### src/rtl/vec_mul_pkg.sv
// Shared types and defaults for the vector-multiply sequencer.
package vec_mul_pkg;

  localparam int ADDRESSSIZE_DEF = 10;
  localparam int LATENCY_DEF     = 34;

  typedef enum logic [2:0] {
    IDLE,
    WLOAD,
    RELOAD,
    STREAM,
    DRAIN,
    DONE
  } state_t;

endpackage

### src/rtl/vec_mul_sequencer_valid_delay_line.sv
// Fixed-depth 1-bit valid pipe that mirrors the array latency.
// The in_flight flag covers every entry except the one leaving this cycle.
module valid_delay_line #(
  parameter int DEPTH = 34
) (
  input  logic clk,
  input  logic rstn,
  input  logic din,
  output logic dout,
  output logic in_flight
);

  logic [DEPTH-1:0] stage;
  logic [DEPTH-1:0] behind;

  // shift a new valid in at the bottom every cycle
  always_ff @(posedge clk or negedge rstn) begin
    if (!rstn) begin
      stage <= '0;
    end else begin
      stage <= (stage << 1) | DEPTH'(din);
    end
  end

  assign behind    = stage << 1;
  assign in_flight = |behind;
  assign dout      = stage[DEPTH-1];

endmodule

### src/rtl/vec_mul_sequencer.sv
// Control FSM for the 32-lane vector-multiply datapath: weight pop/reload,
// input address streaming, latency-matched result writes and done.
// Optional perf counters are enabled with `define VEC_MUL_SEQ_PERF_EN.
//
// state  | meaning
// IDLE   | waiting for start, job parameters latched on accept
// WLOAD  | pop one weight tile when the FIFO is non-empty
// RELOAD | one-cycle weight reload strobe to the array
// STREAM | one unified-buffer address per cycle
// DRAIN  | wait for the last result write to leave the valid pipe
// DONE   | one-cycle completion pulse
module vec_mul_sequencer
  import vec_mul_pkg::*;
#(
  parameter int ADDRESSSIZE = ADDRESSSIZE_DEF,
  parameter int LATENCY     = LATENCY_DEF
) (
  input  logic                   clk,
  input  logic                   rstn,
  input  logic                   start,
  input  logic [ADDRESSSIZE-1:0] num_vec,
  input  logic [ADDRESSSIZE-1:0] src_base,
  input  logic [ADDRESSSIZE-1:0] dst_base,
  input  logic                   fifo_empty,
  output logic                   fifo_read_enable,
  output logic                   weight_reload,
  output logic [ADDRESSSIZE-1:0] sram_address,
  output logic                   result_write_enable,
  output logic [ADDRESSSIZE-1:0] sram_result_address,
  output logic                   busy,
  output logic                   done
`ifdef VEC_MUL_SEQ_PERF_EN
  ,
  output logic [31:0]            perf_cycles,
  output logic [15:0]            perf_stall
`endif
);

  state_t state, state_nx;

  logic [ADDRESSSIZE-1:0] rem_q;
  logic [ADDRESSSIZE-1:0] src_q;
  logic [ADDRESSSIZE-1:0] addr_q;
  logic [ADDRESSSIZE-1:0] wr_ptr;
  logic [ADDRESSSIZE-1:0] res_last;
  logic                   pipe_out;
  logic                   in_flight;
  logic                   accept;
  logic                   last_vec;

  assign accept   = (state == IDLE) && start;
  assign last_vec = (rem_q == ADDRESSSIZE'(1));

  // state register
  always_ff @(posedge clk or negedge rstn) begin
    if (!rstn) begin
      state <= IDLE;
    end else begin
      state <= state_nx;
    end
  end

  // next-state and strobe decode
  always_comb begin
    state_nx         = state;
    fifo_read_enable = 1'b0;
    weight_reload    = 1'b0;
    busy             = 1'b1;
    done             = 1'b0;
    case (state)
      IDLE: begin
        busy = 1'b0;
        if (start) begin
          state_nx = (num_vec == '0) ? DONE : WLOAD;
        end
      end
      WLOAD: begin
        if (!fifo_empty) begin
          fifo_read_enable = 1'b1;
          state_nx         = RELOAD;
        end
      end
      RELOAD: begin
        weight_reload = 1'b1;
        state_nx      = STREAM;
      end
      STREAM: begin
        if (last_vec) state_nx = DRAIN;
      end
      DRAIN: begin
        if (!in_flight) state_nx = DONE;
      end
      DONE: begin
        done     = 1'b1;
        state_nx = IDLE;
      end
      default: state_nx = IDLE;
    endcase
  end

  // job latches, read address counter and result write pointer
  always_ff @(posedge clk or negedge rstn) begin
    if (!rstn) begin
      rem_q    <= '0;
      src_q    <= '0;
      addr_q   <= '0;
      wr_ptr   <= '0;
      res_last <= '0;
    end else begin
      if (accept) begin
        rem_q  <= num_vec;
        src_q  <= src_base;
        wr_ptr <= dst_base;
      end
      if (state == RELOAD) addr_q <= src_q;
      if (state == STREAM) begin
        rem_q <= rem_q - ADDRESSSIZE'(1);
        // keep the final address on the bus once streaming ends
        if (!last_vec) addr_q <= addr_q + ADDRESSSIZE'(1);
      end
      if (pipe_out) begin
        wr_ptr   <= wr_ptr + ADDRESSSIZE'(1);
        res_last <= wr_ptr;
      end
    end
  end

  valid_delay_line #(.DEPTH(LATENCY)) u_valid_pipe (
    .clk       (clk),
    .rstn      (rstn),
    .din       (state == STREAM),
    .dout      (pipe_out),
    .in_flight (in_flight)
  );

  assign sram_address        = addr_q;
  assign result_write_enable = pipe_out;
  assign sram_result_address = pipe_out ? wr_ptr : res_last;

`ifdef VEC_MUL_SEQ_PERF_EN
  logic [31:0] run_q;

  // busy-cycle and weight-stall counters, restarted on each accepted job
  always_ff @(posedge clk or negedge rstn) begin
    if (!rstn) begin
      run_q       <= '0;
      perf_cycles <= '0;
      perf_stall  <= '0;
    end else begin
      if (accept) begin
        run_q      <= '0;
        perf_stall <= '0;
      end else if (state == DONE) begin
        perf_cycles <= (run_q == '1) ? run_q : run_q + 32'd1;
      end else if (busy) begin
        if (run_q != '1) run_q <= run_q + 32'd1;
        if (state == WLOAD && fifo_empty && perf_stall != '1)
          perf_stall <= perf_stall + 16'd1;
      end
    end
  end
`endif

endmodule

### config.mk
export PLATFORM = sky130hd
export DESIGN_NAME = vec_mul_sequencer
export DESIGN_NICKNAME = d
export VERILOG_FILES = /design/src/rtl/vec_mul_pkg.sv /design/src/rtl/vec_mul_sequencer_valid_delay_line.sv /design/src/rtl/vec_mul_sequencer.sv
export SDC_FILE = /design/constraint.sdc
export NUM_CORES = 1
export LEC_CHECK = 0
export ABC_AREA = 1
export ABC_CLOCK_PERIOD_IN_PS = 1700
export BUFFER_PORTS_ARGS = -buffer_cell sky130_fd_sc_hd__clkbuf_2
export CAP_MARGIN = 20
export CORE_MARGIN = 2
export CORE_UTILIZATION = 56
export DETAILED_ROUTE_END_ITERATION = 10
export GPL_TIMING_DRIVEN = 0
export PLACE_DENSITY = 0.76
export SETUP_SLACK_MARGIN = 0.05
export SLEW_MARGIN = 15
export SYNTH_ARGS = -nofsm -noshare
export SYNTH_HDL_FRONTEND = slang
export SYNTH_SLANG_ARGS = --single-unit
### constraint.sdc
create_clock -name clk -period 1.7 [get_ports clk]
set_clock_uncertainty 0.15 [all_clocks]
set_input_delay 0.34 -clock clk [delete_from_list [all_inputs] [get_ports clk]]
set_output_delay 0.34 -clock clk [all_outputs]
set_load 0.05 [all_outputs]
==> metrics <==
Area after DPL=4440 um2; Core ar.=6720 um2; RD Place Congestion=0.844; fin nets=587; Synth cell types=41; worst-margin pin slew=618 ps; PortBufs=58; DR vias/cell=5.44; first-pass GRT wire length=14,500 um; drt drc=0; Crit Path Category=flip-flop to primary output; routed vias=3,452; commonest non-fill, non-tap cell in the layout=nand2_1; Mapped Cells=424; M1 WL=3930 um; synthesized area per cell=9.04 um2; DR WL/cell=15.7 um; Lkg Pwr=2.78 nW; Final setup viols=44; post-synth net total=462; placed cells=563; Top Ports=59; largest net degree at the start of global routing=58; Slew headroom=58.5%; DR iter-0 viols=234; Die Span X=86.7 um; CTS tree=yes; Worst Setup End Kind=primary output; worst-case clock buffer depth=2; reg-to-reg slack, setup=-170 ps; die footprint=7520 um2; Total GRT Usage=24.7%; vias in the first global route=3,166; WL final=9970 um; fin area=5660 um2; max_cap viols=0; DR pass1 iterations=6; failing checks=negative setup slack; top sig layer=met4; Clock Latency Late Sink=350 ps; Arr. time, crit path=1450 ps; CP required=1210 ps; Reg2Reg Depth=9; Fin Setup TNS=-5660 ps; r2r endpoint=wr_ptr[7]$_DFFE_PN0P_; worst vdd ir=0.00139 V; post-DP HPWL=5490 um; row count=30; H-tree levels=3; Startpoint Class=flip-flop; Crit. Startpoint=u_valid_pipe.stage[33]$_DFF_PN0_; Post-Layout Cell Count=634; worst flop-to-flop path startpoint=state[1]$_DFFE_PN0P_; root buffer cell=clkbuf_8; status=complete, but fails checks; crit path time final=1940 ps; RSZ-0062 raised after global routing=true; final number of max-transition violations=0; routed wl met3=555 um; #FFs+latches synth=87; CTS Sinks=87; Initial Util=57.0%; Hold WC Path Type=input port to flip-flop; sequential-to-total area share from yosys stat=56.8%; ANT cells=0; Critical Path Sink=sram_result_address[3]; CP Max Fanout=10; Max Fclk=517 MHz; final hold vios=0; DIE HEIGHT=86.7 um; DRT antenna net count=0; Final Worst Setup Slack=-235 ps; initial antenna violation count=0; Yosys warnings=0; Synth Cell Area=3830 um2; most frequent cells in the layout=nand2_1 (92), dfrtp_1 (75), buf_4 (44), nor2_1 (40), clkbuf_2 (37); area grow syn2layout=47.6%; grt total ovfl=0; clk slew on worst S/H paths=90 ps; power density cells=2320 nW/um2; Met2 Wirelength=5160 um; layout cells sized above 1=43.0%; period utilization=114%; cts bufs inserted=9; DP Worst Slack=-122 ps
cell families after synthesis:
family / after synthesis / share of synthesized area, %
DFF: 87 / 56.8
xor gates and xnor gates: 6 / 1.37
buffers and inverters: 43 / 5.16
adders and majority gates: 4 / 1.31
and+or+nand+nor: 225 / 25.8
AOI/OAI and AO/OA: 57 / 9.01
muxes: 2 / 0.523
registers in the layout, summed over array words and instances (netlist names):
| signal | count |
|---|---|
| sram_address | 10 |
| rem_q | 10 |
| src_q | 10 |
| res_last | 10 |
| wr_ptr | 10 |
| u_valid_pipe.stage | 34 |
| state | 3 |
cell type report:
type | instances | area, um2
Buffer | 10 | 138
Clock buffer | 10 | 138
Clock inverter | 6 | 92.6
Fill cell | 355 | 1060
Inverter | 33 | 166
Multi-Input combinational cell | 294 | 1820
Sequential cell | 87 | 2190
Tap cell | 80 | 100
Timing Repair Buffer | 114 | 1010
how the worst min path moves through the flow:
stage / startpoint / end / slack, ps / cells after the start
5_1_grt: src_base[6] / src_q[6]$_DFFE_PN0P_ / 10 / 3
3_5_place_dp: rstn / u_valid_pipe.stage[25]$_DFF_PN0_ / 190 / 1
6_report: src_base[1] / src_q[1]$_DFFE_PN0P_ / 20 / 3
4_1_cts: src_base[1] / src_q[1]$_DFFE_PN0P_ / 10 / 3
3_3_place_gp: u_valid_pipe.stage[1]$_DFF_PN0_ / u_valid_pipe.stage[2]$_DFF_PN0_ / 200 / 0
2_1_floorplan: rstn / rem_q[0]$_DFFE_PN0P_ / -110 / 0
power breakdown:
part / switching, mW / total (mW) / internal, mW
Sequential: 0.839 / 3.89 / 3.05
Clock: 0.748 / 1.62 / 0.875
Combinational: 4.25 / 7.59 / 3.34
layer usage:
layer | vias to the layer above | GRT usage (%)
li1 | 1633 | -
met1 | 1648 | 31.4
met2 | 136 | 41.7
met3 | 35 | 6.57
met4 | 0 | 7.10
met5 | - | 0
critical path: stages, from the launching register on:
cell and delay [ps]:
dfrtp_2 420, buf_8 140, buf_6 140, o21a_2 230, buf_8 150
cell usage after synthesis (all sizes together):
library cell	count	area [um2]
o21bai	3	22.5
inv	32	120
buf	9	65.1
nor3b	1	7.51
nor4	3	18.8
o21a	1	7.51
or2	2	12.5
o221ai	1	8.76
ha	4	50.1
nor3	8	45.0
o21ai	32	171
xnor2	1	8.76
dfrtp	87	2180
nor2	59	239
clkinv	1	8.76
nand4	5	31.3
a32oi	1	8.76
clkbuf	1	3.75
a31oi	5	31.3
o211ai	6	45.0
nand2	119	459
o311ai	1	8.76
a21boi	1	7.51
mux2i	2	20.0
nand3	28	175
xor2	5	43.8
a21oi	6	33.8
per-stage QoR:
step	power, mW	utilization, %	hold WS (ps)
global placement	8.58	65.6	203
finish	13.1	84.2	23.4
global route	13.9	84.2	13.3
CTS	11.5	76.1	11.3
floorplan	7.60	-	-106
detailed placement	8.72	66.0	195
what timing repair did:
| action | 4_1_cts | 5_1_grt |
|---|---|---|
| cloned | 2 | 2 |
| resized for setup | 69 | 88 |
| buffers inserted | 15 | 36 |
| endpoints found under the setup margin | 33 | 54 |
| hold buffers | 1 | 0 |
| hold endpoints to repair | 30 | 0 |
| pin swaps | 12 | 18 |
(Power assumes the default switching activity.)
